===== src/rtl/spi_burst_pkg.sv =====
// Shared types and helpers for the BMP280 burst SPI master.
package spi_burst_pkg;

   typedef enum logic [1:0] {
      ST_IDLE  = 2'd0,
      ST_LEAD  = 2'd1,
      ST_SHIFT = 2'd2,
      ST_TRAIL = 2'd3
   } state_e;

   localparam int SPI_MODE0 = 0;
   localparam int SPI_MODE3 = 3;

   function automatic int len_w(input int max_bytes);
      return $clog2(max_bytes + 1);
   endfunction

endpackage


===== src/rtl/spi_burst_master_clk_gen.sv =====
// SCK half-period counter: phase_tick_o pulses every CLK_DIV cycles while not held in restart.
module spi_clk_gen #(
   parameter int CLK_DIV = 6
) (
   input  logic clk_i,
   input  logic rst_i,
   input  logic restart_i,
   output logic phase_tick_o
);

   localparam int            CW   = (CLK_DIV > 1) ? $clog2(CLK_DIV) : 1;
   localparam logic [CW-1:0] LAST = CW'(CLK_DIV - 1);

   logic [CW-1:0] cnt_q, cnt_d;

   assign phase_tick_o = !restart_i && (cnt_q == LAST);

   always_comb begin
      cnt_d = cnt_q + 1'b1;
      if (restart_i || phase_tick_o) cnt_d = '0;
   end

   always_ff @(posedge clk_i) begin
      if (rst_i) cnt_q <= '0;
      else       cnt_q <= cnt_d;
   end

endmodule


===== src/rtl/spi_burst_master.sv =====
// Burst SPI master (mode 0/3): one {rw,addr} byte then up to MAX_BYTES data bytes.
// Define SPI_BURST_DEBUG_EN to mirror the FSM state on debug_states.
module spi_burst_master
   import spi_burst_pkg::*;
#(
   parameter int  CLK_DIV   = 6,
   parameter int  SPI_MODE  = SPI_MODE0,
   parameter int  MAX_BYTES = 8,
   localparam int LEN_W     = len_w(MAX_BYTES)
) (
   input  logic             clk12MHz,
   input  logic             rst,
   input  logic             go,
   input  logic             rw,
   input  logic [6:0]       addr,
   input  logic [LEN_W-1:0] len,
   input  logic [7:0]       tx_data,
   output logic             tx_ack,
   output logic [7:0]       rx_data,
   output logic             rx_valid,
   output logic             busy,
   output logic             done,
   output logic             csb,
   output logic             sck,
   output logic             sdo,
   input  logic             sdi,
   output logic [3:0]       debug_states
);

   localparam logic             SCK_IDLE = (SPI_MODE == SPI_MODE3);
   localparam int               BW       = LEN_W + 3;
   localparam logic [LEN_W-1:0] MAX_LEN  = LEN_W'(MAX_BYTES);

   state_e           state_q;
   logic             go_q, rw_q, hi_q;
   logic [6:0]       addr_q, tx_sh_q, rx_sh_q;
   logic [LEN_W-1:0] len_q, len_d;
   logic [BW-1:0]    bit_q, last_bit;
   logic             csb_q, sck_q, sdo_q, busy_q, done_q, tx_ack_q, rx_valid_q;
   logic [7:0]       rx_data_q;
   logic             start_d, restart, tick, in_data;

   assign len_d    = (len > MAX_LEN) ? MAX_LEN : len;
   assign last_bit = {len_q, 3'b111};
   assign in_data  = (bit_q[BW-1:3] != '0);
   assign restart  = (state_q == ST_IDLE);
   // go is ignored while busy, in the done cycle, and in the cycle already accepted
   assign start_d  = (state_q == ST_IDLE) && go && !done_q && !go_q;

   spi_clk_gen #(.CLK_DIV(CLK_DIV)) u_clk_gen (
      .clk_i       (clk12MHz),
      .rst_i       (rst),
      .restart_i   (restart),
      .phase_tick_o(tick)
   );

   always_ff @(posedge clk12MHz) begin
      if (rst) begin
         state_q    <= ST_IDLE;
         go_q       <= 1'b0;
         rw_q       <= 1'b0;
         addr_q     <= '0;
         len_q      <= '0;
         bit_q      <= '0;
         hi_q       <= 1'b0;
         tx_sh_q    <= '0;
         rx_sh_q    <= '0;
         csb_q      <= 1'b1;
         sck_q      <= SCK_IDLE;
         sdo_q      <= 1'b0;
         busy_q     <= 1'b0;
         done_q     <= 1'b0;
         tx_ack_q   <= 1'b0;
         rx_valid_q <= 1'b0;
         rx_data_q  <= '0;
      end else begin
         done_q     <= 1'b0;
         tx_ack_q   <= 1'b0;
         rx_valid_q <= 1'b0;
         go_q       <= start_d;
         if (start_d) begin
            rw_q   <= rw;
            addr_q <= addr;
            len_q  <= len_d;
         end
         case (state_q)
            ST_IDLE: if (go_q) begin
               state_q <= ST_LEAD;
               csb_q   <= 1'b0;
               busy_q  <= 1'b1;
               sdo_q   <= rw_q;
               tx_sh_q <= addr_q;
               bit_q   <= '0;
               hi_q    <= 1'b0;
            end
            ST_LEAD: if (tick) begin
               state_q <= ST_SHIFT;
               sck_q   <= 1'b0;
            end
            ST_SHIFT: if (tick) begin
               if (!hi_q) begin
                  sck_q <= 1'b1;
                  hi_q  <= 1'b1;
                  if (in_data) begin
                     rx_sh_q <= {rx_sh_q[5:0], sdi};
                     if (rw_q && bit_q[2:0] == 3'd7) begin
                        rx_data_q  <= {rx_sh_q, sdi};
                        rx_valid_q <= 1'b1;
                     end
                  end
               end else if (bit_q == last_bit) begin
                  state_q <= ST_TRAIL;
                  sck_q   <= SCK_IDLE;
               end else begin
                  sck_q <= 1'b0;
                  hi_q  <= 1'b0;
                  bit_q <= bit_q + 1'b1;
                  // falling edge opening a data byte: reload from upstream or hold sdo low
                  if (bit_q[2:0] == 3'd7) begin
                     if (rw_q) begin
                        tx_sh_q <= '0;
                        sdo_q   <= 1'b0;
                     end else begin
                        tx_sh_q  <= tx_data[6:0];
                        sdo_q    <= tx_data[7];
                        tx_ack_q <= 1'b1;
                     end
                  end else begin
                     tx_sh_q <= {tx_sh_q[5:0], 1'b0};
                     sdo_q   <= tx_sh_q[6];
                  end
               end
            end
            ST_TRAIL: if (tick) begin
               state_q <= ST_IDLE;
               csb_q   <= 1'b1;
               busy_q  <= 1'b0;
               done_q  <= 1'b1;
               sdo_q   <= 1'b0;
            end
            default: state_q <= ST_IDLE;
         endcase
      end
   end

   assign csb      = csb_q;
   assign sck      = sck_q;
   assign sdo      = sdo_q;
   assign busy     = busy_q;
   assign done     = done_q;
   assign tx_ack   = tx_ack_q;
   assign rx_valid = rx_valid_q;
   assign rx_data  = rx_data_q;

`ifdef SPI_BURST_DEBUG_EN
   assign debug_states = {2'b00, state_q};
`else
   assign debug_states = 4'b0000;
`endif

endmodule


===== config.mk =====
export PLATFORM = sky130hd
export DESIGN_NAME = spi_burst_master
export DESIGN_NICKNAME = d
export VERILOG_FILES = /design/src/rtl/spi_burst_pkg.sv /design/src/rtl/spi_burst_master_clk_gen.sv /design/src/rtl/spi_burst_master.sv
export SDC_FILE = /design/constraint.sdc
export NUM_CORES = 1
export LEC_CHECK = 0
export ABC_CLOCK_PERIOD_IN_PS = 4120
export CORE_ASPECT_RATIO = 0.5
export CORE_MARGIN = 10
export CORE_UTILIZATION = 57
export CTS_CLUSTER_DIAMETER = 50
export DETAILED_ROUTE_END_ITERATION = 8
export GPL_ROUTABILITY_DRIVEN = 0
export PLACE_DENSITY = 0.87
export SLEW_MARGIN = 20
export SYNTH_ARGS = -nofsm -noshare
export SYNTH_HDL_FRONTEND = slang
export SYNTH_SLANG_ARGS = --single-unit

===== constraint.sdc =====
create_clock -name clk12MHz -period 4.12 [get_ports clk12MHz]
set_clock_uncertainty 0.2 [all_clocks]
set_input_delay 0.824 -clock clk12MHz [delete_from_list [all_inputs] [get_ports clk12MHz]]
set_output_delay 0.824 -clock clk12MHz [all_outputs]
set_load 0.1 [all_outputs]

# Word level (Yosys, flattened, before mapping)
# Cells that the tools add are included.
# word_totals
out_inout_bits,19
elab_cells,110
reg_bits,55
# op_classes
n_eq_ne,13
n_mux,43
n_reduce_logical,27
magnitude_cmp,1
bitwise_logic,6
add_sub_neg,2
# ops
cell,count
7-bit 2-to-1 mux,10
7-bit one-hot mux with 2 select lines,2
1-bit 2-to-1 mux,18
2-bit 2-to-1 mux,6
6-bit AND reduction,2
5-bit AND reduction,2
3-bit AND reduction,3
2-bit inequality test (second input constant),4
1-bit one-hot mux with 2 select lines,4
2-bit one-hot mux with 4 select lines,1
7-bit by 1-bit adder with 7-bit output (second input constant),1
7-bit equality test,1
3-bit equality test (second input constant),2
2-bit by 1-bit inequality test with 1-bit output (second input constant),3
1-bit inverter,6
2-bit nonzero test,3
6-bit OR reduction,1
1-bit logical AND,5
5-bit OR reduction,1
2-bit equality test (second input constant),2
4-bit greater-than comparator (second input constant),1
4-bit 2-to-1 mux,1
4-bit AND reduction,1
4-bit nonzero test,1
8 further kinds,11

# Depth between registers and ports, before layout
# Gate-level depths: netlist of run 1.
# logic_depth
depth_word,6
depth_mapped,10

# Cells and area by module
# From an unflattened synthesis of run 1, not the netlist that was laid out.
# hier_totals
cells_unflattened,302
hier_area_um2,2653.8
# by_module_without_submodules
module,area_per_inst_um2,seq_area_each_um2,n_inst,cells_per_inst
spi_burst_master,2513.7,1041.0,1,288
spi_clk_gen,140.1,60.1,1,14

# Worst setup path after synthesis of run 1
# Ideal clock, no wire load.
# synth_path
kind,input to register
from,input port rst
to,register rx_sh_q[6]
cell_stages,4
setup_slack_ns,2.027
t_arrival_ns,1.765
setup_time_ns,0.128
required_time_ns,3.792
cell_sequence,clkbuf_1 -> buf_1 -> clkbuf_1 -> nor2_1
# synth_rtl
element,line_no,source
from (decl),spi_burst_master.sv:12,"input logic rst,"
to (signal assigned),spi_burst_master.sv:105,"rx_sh_q <= {rx_sh_q[5:0], sdi};"
to (decl),spi_burst_master.sv:36,"logic [6:0] addr_q, tx_sh_q, rx_sh_q;"
# No word-level cell between the ends.

# Worst setup path in the final report of run 1
# layout_path
from,"register busy_q, in the netlist busy"
to,output port busy
# layout_rtl
element,line_no,source
from (decl),spi_burst_master.sv:39,"logic csb_q, sck_q, sdo_q, busy_q, done_q, tx_ack_q, rx_valid_q;"
from (signal assigned),spi_burst_master.sv:71,busy_q <= 1'b0;
from (signal assigned),spi_burst_master.sv:90,busy_q <= 1'b1;
from (signal assigned),spi_burst_master.sv:137,busy_q <= 1'b0;
to (decl),spi_burst_master.sv:21,"output logic busy,"
# No word-level cell between the ends.

==> results_dict.tcl, run 1 <==
set metrics [dict create \
    cp.depth 1 \
    cts_root_buf "clkbuf_8" \
    async_flop_share_pct 0 \
    rsz0062_at_grt "no" \
    rr_endpoint "bit_q[6]$_SDFFE_PP0P_" \
    endpoint_kind "output pin" \
    worstPathRequired_ns 3.10 \
    viasPerCell 5.98 \
    track_usage_pct 16.5 \
    final_common_cell "dfxtp_1" \
    nets 353 \
    rrSetupSlack_ns 1.45 \
    fin_crit_sh_pct 68.9 \
    grt_max_degree 62 \
    drc 0 \
    io_pins 43 \
    clock_latency_ns 0.31 \
    drive_above_1_share_pct 9.01 \
    synth_edf_count 0 \
    arrival_ns 1.82 \
    wl_per_cell_um 16.7 \
    vias 2266 \
    cts_buffers 5 \
    hp-class "flop to flop" \
    crit_slowest_cell "clkdlybuf4s50_1" \
    syn_area_um2 2570 \
    slowest_delay_ns 1.14 \
    slew_violations 0 \
    mostFrequentLayoutCells "dfxtp_1, nand2_1, clkdlybuf4s50_1, a21oi_1, nor2_1" \
    ir_worst_vdd_v 0.000170 \
    clockBufferDepth 2 \
    cts_tree "yes" \
    yosysSeqAreaShare_pct 42.8 \
    diodes 0 \
    path_max_fanout 3 \
    outcome "finished, final reports clean" \
    row_count 17 \
    antenna_found_initial 0 \
    dieArea_um2 7760 \
    drv_cap 0 \
    wirelength_mm 6.33 \
    cts_resized 0 \
    leakagePower_nw 1.07 \
    dp_hpwl_mm 4.55 \
    layout_min_cycle_time_ns 2.84 \
    port_buffers 38 \
    critPathTopFamily "buffers and inverters" \
    syn_inst 293 \
    dr.pass1.iters 4 \
    fin_setup_tns_ns 0 \
    startpoint_type "flop" \
    reg2regPathDepth 7 \
    ys_warn_count 0 \
    coreArea_um2 4380 \
    drt_iter0_drc 160 \
    min_path_cells 1 \
    relSlewSlack_pct 33.0 \
    die_x_um 115 \
    fillCellCount 351 \
    cp_cell_sequence "clkdlybuf4s50_1" \
    die_h_um 67.5 \
    power-per-cell-area_nw_per_um2 439 \
    htreeDepth 2 \
    finalSetupViolations 0 \
    syn_area_per_cell_um2 8.78 \
    grt_pass1_wl_mm 10.7 \
    synthFlopType "dfxtp_1" \
    dp_worst_setup_slack_ns 1.48 \
    r2r-start "state_q[0]$_SDFFE_PP0P_" \
    clkSinkCount 55 \
    cp_num_buf_inv 1 \
    initial_core_util_pct 58.7 \
    worst_slew_pin_slew_ns 0.998 \
    cts_setup_buffers 0 \
    worst_slack_ns 1.28 \
    ys_ff_latch 55 \
    area_growth_pct 17.5 \
    final_hold_viol_count 0 \
    synth.distinct_cells 48 \
    grt_pass1_vias 2154 \
    grt-ovfl-total 0 \
    crit_path_end "busy" \
    path_clk_slew_ns 0.09 \
    worstSetupPathType "flop to output pin" \
    maxClockFrequency_mhz 352 \
    startpoint "busy$_SDFFE_PP0P_" \
    holdBufCountCts 0 \
    drtAntennaViolNets 0 \
]
## routing by layer
metal	global-route usage (%)	wire, µm	vias to the layer above
met1	20.6	2750	1079
met5	0	0	-
met4	4.60	89	0
li1	-	-	1100
met2	28.1	3040	77
met3	4.33	453	10
## synthesized netlist by cell type, types with 2 or more instances
cell type  number  area [µm²]
nand4b_1        8        70.1
a221oi_1        6        52.6
nand3_1         9        45.0
mux2i_1         7        70.1
buf_4           6        45.0
a21oi_1        34         170
and3_4          2        22.5
dfxtp_1        55        1100
nand3b_1        4        30.0
o21ai_0         6        30.0
inv_1           7        26.3
buf_2           5        25.0
a31oi_1         2        12.5
and3_1          3        18.8
o31ai_1         2        15.0
nor4_1          3        18.8
ha_1            8         100
a41oi_1         2        17.5
nor3_1          4        20.0
xnor2_1         4        35.0
buf_1           2        7.51
a311oi_1        4        35.0
nand2_1        45         169
a31o_2          2        17.5
clkbuf_1        9        33.8
nor2_1         27         101
o41ai_2         6        97.6
## per-stage QoR
step	hold slack (ns)	std cells	power, W	instance area [µm²]	utilization (%)
final	0.257	379	0.00133	3020	68.9
after global routing	0.294	379	0.00140	3020	68.9
after CTS	0.261	379	0.00132	3020	68.9
after detailed placement	0.244	371	0.00103	2930	66.9
after global placement	0.231	371	0.00102	2930	66.9
after floorplan	0.221	296	0.000935	2580	-
## worst min-delay path by stage
stage | startpoint | endpoint | slack, ns
CTS | u_clk_gen.cnt_q[0]$_SDFF_PP0_ | u_clk_gen.cnt_q[0]$_SDFF_PP0_ | 0.26
finish | u_clk_gen.cnt_q[0]$_SDFF_PP0_ | u_clk_gen.cnt_q[0]$_SDFF_PP0_ | 0.26
global placement | u_clk_gen.cnt_q[0]$_SDFF_PP0_ | u_clk_gen.cnt_q[0]$_SDFF_PP0_ | 0.23
global route | rx_data[7]$_SDFFE_PP0P_ | rx_data[7]$_SDFFE_PP0P_ | 0.29
detailed placement | u_clk_gen.cnt_q[0]$_SDFF_PP0_ | u_clk_gen.cnt_q[0]$_SDFF_PP0_ | 0.24
floorplan | u_clk_gen.cnt_q[0]$_SDFF_PP0_ | u_clk_gen.cnt_q[0]$_SDFF_PP0_ | 0.22
## where the power goes
part / internal [W] / leakage (nW) / switching (W)
Sequential: 0.000577 / 0.446 / 0.0000386
Clock: 0.000119 / 0.0412 / 0.000175
Combinational: 0.000139 / 0.587 / 0.000278
Total: 0.000835 / 1.07 / 0.000492
## flip-flops by register name (all words and copies together), names as in the netlist
register,count
addr_q,7
bit_q,7
busy,1
csb,1
done,1
go_q,1
hi_q,1
len_q,4
rw_q,1
rx_data,8
rx_sh_q,7
rx_valid,1
sck,1
sdo,1
state_q,2
tx_ack,1
tx_sh_q,7
u_clk_gen.cnt_q,3
## cells by family (layout without fill, tap and decap cells)
family | after synthesis | after routing | synth area share, %
AO/OA/AOI/OAI | 74 | 74 | 21.3
flip-flops | 55 | 55 | 42.8
buffers and inverters | 29 | 55 | 5.35
multiplexers | 8 | 8 | 3.16
other | 1 | 4 | 0.146
adder cells (fa/ha/maj) | 8 | 8 | 3.89
AND/OR/NAND/NOR | 114 | 114 | 22.0
XOR/XNOR | 4 | 4 | 1.36
## area by class of cell
cell class                      instances  area [µm²]  share of cell area, %
Tap cell                               57        71.3                   2.36
Inverter                                7        26.3                  0.870
Sequential cell                        55        1100                   36.5
Timing Repair Buffer                   40         393                   13.0
Multi-Input combinational cell        212        1340                   44.5
Clock buffer                            6        72.6                   2.40
Clock inverter                          2        12.5                  0.414
Note: power is estimated with default switching activity, not from simulation.
==> run 2: changes to the inputs <==
- ABC_CLOCK_PERIOD_IN_PS: 4120 -> 2500
- CORE_UTILIZATION: 57 -> 48
- PLACE_DENSITY: 0.87 -> 0.78
- clock period: 4.12 -> 2.5 ns (I/O delays scaled with it)
==> run 2 against run 1 <==
Compared with the run above:
- routed wire length up 1.3%
- combinational power up 75%
- critical path depth up 6
- global-route usage down 2.2 points
- worst setup slack worse by 1.1 ns
- worst hold slack better by 0.0048 ns
- final area up 2.5%
- first-iteration DRC count up 3.8%
- sequential share of layout area down 0.90 points
- largest cell class unchanged
- core utilization down 7.5 points
==> results_dict.tcl, run 2 (synthesis gave the netlist of run 1 again) <==
set metrics [dict create \
    drv_cap 0 \
    min_path_cells 1 \
    cts_tree "yes" \
    dp_hpwl_mm 4.80 \
    grt_pass1_wl_mm 10.5 \
    crit_slowest_cell "dfxtp_1" \
    antenna_found_initial 0 \
    p_sw_w 0.000864 \
    relSlewSlack_pct 61.9 \
    slew_violations 0 \
    largest_register_ffs 8 \
    worstSetupPathType "flop to flop" \
    wl_per_cell_um 16.0 \
    mostFrequentLayoutCells "dfxtp_1, nand2_1, a21oi_1, nor2_1, buf_4" \
    outcome "finished, final reports clean" \
    place_area_um2 2970 \
    layout_min_cycle_time_ns 2.36 \
    slowest_delay_ns 0.40 \
    arrival_ns 2.39 \
    nets 361 \
    grt-ovfl-total 0 \
    rsz0062_at_grt "no" \
    coreArea_um2 5040 \
    p_seq_share_pct 42.6 \
    clockBufferDepth 2 \
    clkSinkCount 55 \
    ir_worst_vdd_v 0.000373 \
    final_common_cell "dfxtp_1" \
    fin_setup_tns_ns 0 \
    finalSetupViolations 0 \
    startpoint_type "flop" \
    grt_pass1_vias 2110 \
    viasPerCell 5.75 \
    worstPathRequired_ns 2.53 \
    drtAntennaViolNets 0 \
    io_pins 43 \
    dieArea_um2 8860 \
    cts_setup_buffers 0 \
    worst_slew_pin_slew_ns 0.567 \
    cp_cell_sequence "inv_1, ha_1, and3b_2, and3_4, a21boi_4, nor2_4, o41ai_2" \
    pwr-share-clk_pct 26.9 \
    holdBufCountCts 0 \
    dr.pass1.iters 4 \
    track_usage_pct 14.4 \
    reg2regPathDepth 7 \
    diodes 0 \
    maxClockFrequency_mhz 423 \
    vias 2301 \
    hp-class "flop to flop" \
    clock_latency_ns 0.32 \
    fin_crit_sh_pct 94.5 \
    htreeDepth 2 \
    drt_iter0_drc 166 \
    port_buffers 38 \
    area_growth_pct 20.4 \
    final_area_um2 3100 \
    final_hold_viol_count 0 \
    path_max_fanout 10 \
    finalCoreUtilization_pct 61.4 \
    cts_resized 0 \
    endpoint_kind "flop" \
    die_h_um 71.8 \
    p_int_w 0.00152 \
    path_clk_slew_ns 0.11 \
    grt_max_degree 26 \
    initial_core_util_pct 51.0 \
    power_w 0.00239 \
    cts_buffers 5 \
    drc 0 \
    die_x_um 124 \
    row_count 18 \
    wirelength_mm 6.42 \
    fin_hold_ws_ns 0.261 \
    power_frac_comb_pct 30.5 \
    drive_above_1_share_pct 16.7 \
    leakagePower_nw 1.16 \
    power-per-cell-area_nw_per_um2 770 \
    cts_root_buf "clkbuf_8" \
    swShare_pct 36.2 \
]
## run 2: cell types whose count changed in the layout (fill, tap and decap cells not counted)
cell,before,now
buf_2,0,1
and3_2,1,2
inv_6,0,1
clkinvlp_4,1,0
nand3_2,0,1
clkdlybuf4s50_1,37,22
clkinv_2,1,0
buf_4,3,25
inv_8,0,1
and3_1,3,2
clkbuf_1,1,0
bufinv_16,0,1
nand3_1,9,8
## run 2: final cells by class
cell class                 count  area (µm²)
fill                         431        1950
multi-input combinational    212        1350
sequential                    55        1100
timing repair buffer          48         413
tap                           70        87.6
clock buffer                   5        68.8
clock inverter                 3        50.0
inverter                       7        26.3
## run 2: power by group through the flow
| stage | clock, W | combinational (W) | sequential [W] |
|---|---|---|---|
| floorplan | 0 | 0.000454 | 0.00109 |
| global placement | 0 | 0.000701 | 0.00103 |
| detailed placement | 0 | 0.000716 | 0.00104 |
| CTS | 0.000644 | 0.000720 | 0.00102 |
| global route | 0.000685 | 0.000799 | 0.00103 |
| finish | 0.000641 | 0.000728 | 0.00102 |
## run 2: final timing paths
path / slack (ns) / startpoint / endpoint
worst min register to register: 0.26 / u_clk_gen.cnt_q[0]$_SDFF_PP0_ / u_clk_gen.cnt_q[0]$_SDFF_PP0_
worst max-delay path: 0.14 / state_q[0]$_SDFFE_PP0P_ / tx_sh_q[3]$_SDFFE_PP0P_
worst max register to register: 0.14 / state_q[0]$_SDFFE_PP0P_ / tx_sh_q[3]$_SDFFE_PP0P_
worst min-delay path: 0.26 / u_clk_gen.cnt_q[0]$_SDFF_PP0_ / u_clk_gen.cnt_q[0]$_SDFF_PP0_
## run 2: per-stage QoR
step,worst slack [ns],instances
global placement,0.235,392
floorplan,0.444,296
global route,0.00923,400
CTS,0.0931,400
finish,0.137,400
detailed placement,0.118,392
## run 2: worst max-delay path: cells and delay by family (launching register included)
kind | cells | cell delay (ns)
AOI/OAI and AO/OA | 2 | 0.67
and+or+nand+nor | 3 | 0.65
DFF | 1 | 0.40
adders and majority gates | 1 | 0.27
buffers and inverters | 1 | 0.08
## run 2: per-layer routing
layer / track usage (%) / up-vias / part of all wire (%)
met1: 19.6 / 1103 / 47
met5: 0 / - / 0
met4: 3.72 / 0 / 0.87
met3: 3.99 / 6 / 6.7
met2: 21.7 / 79 / 45
li1: - / 1113 / -
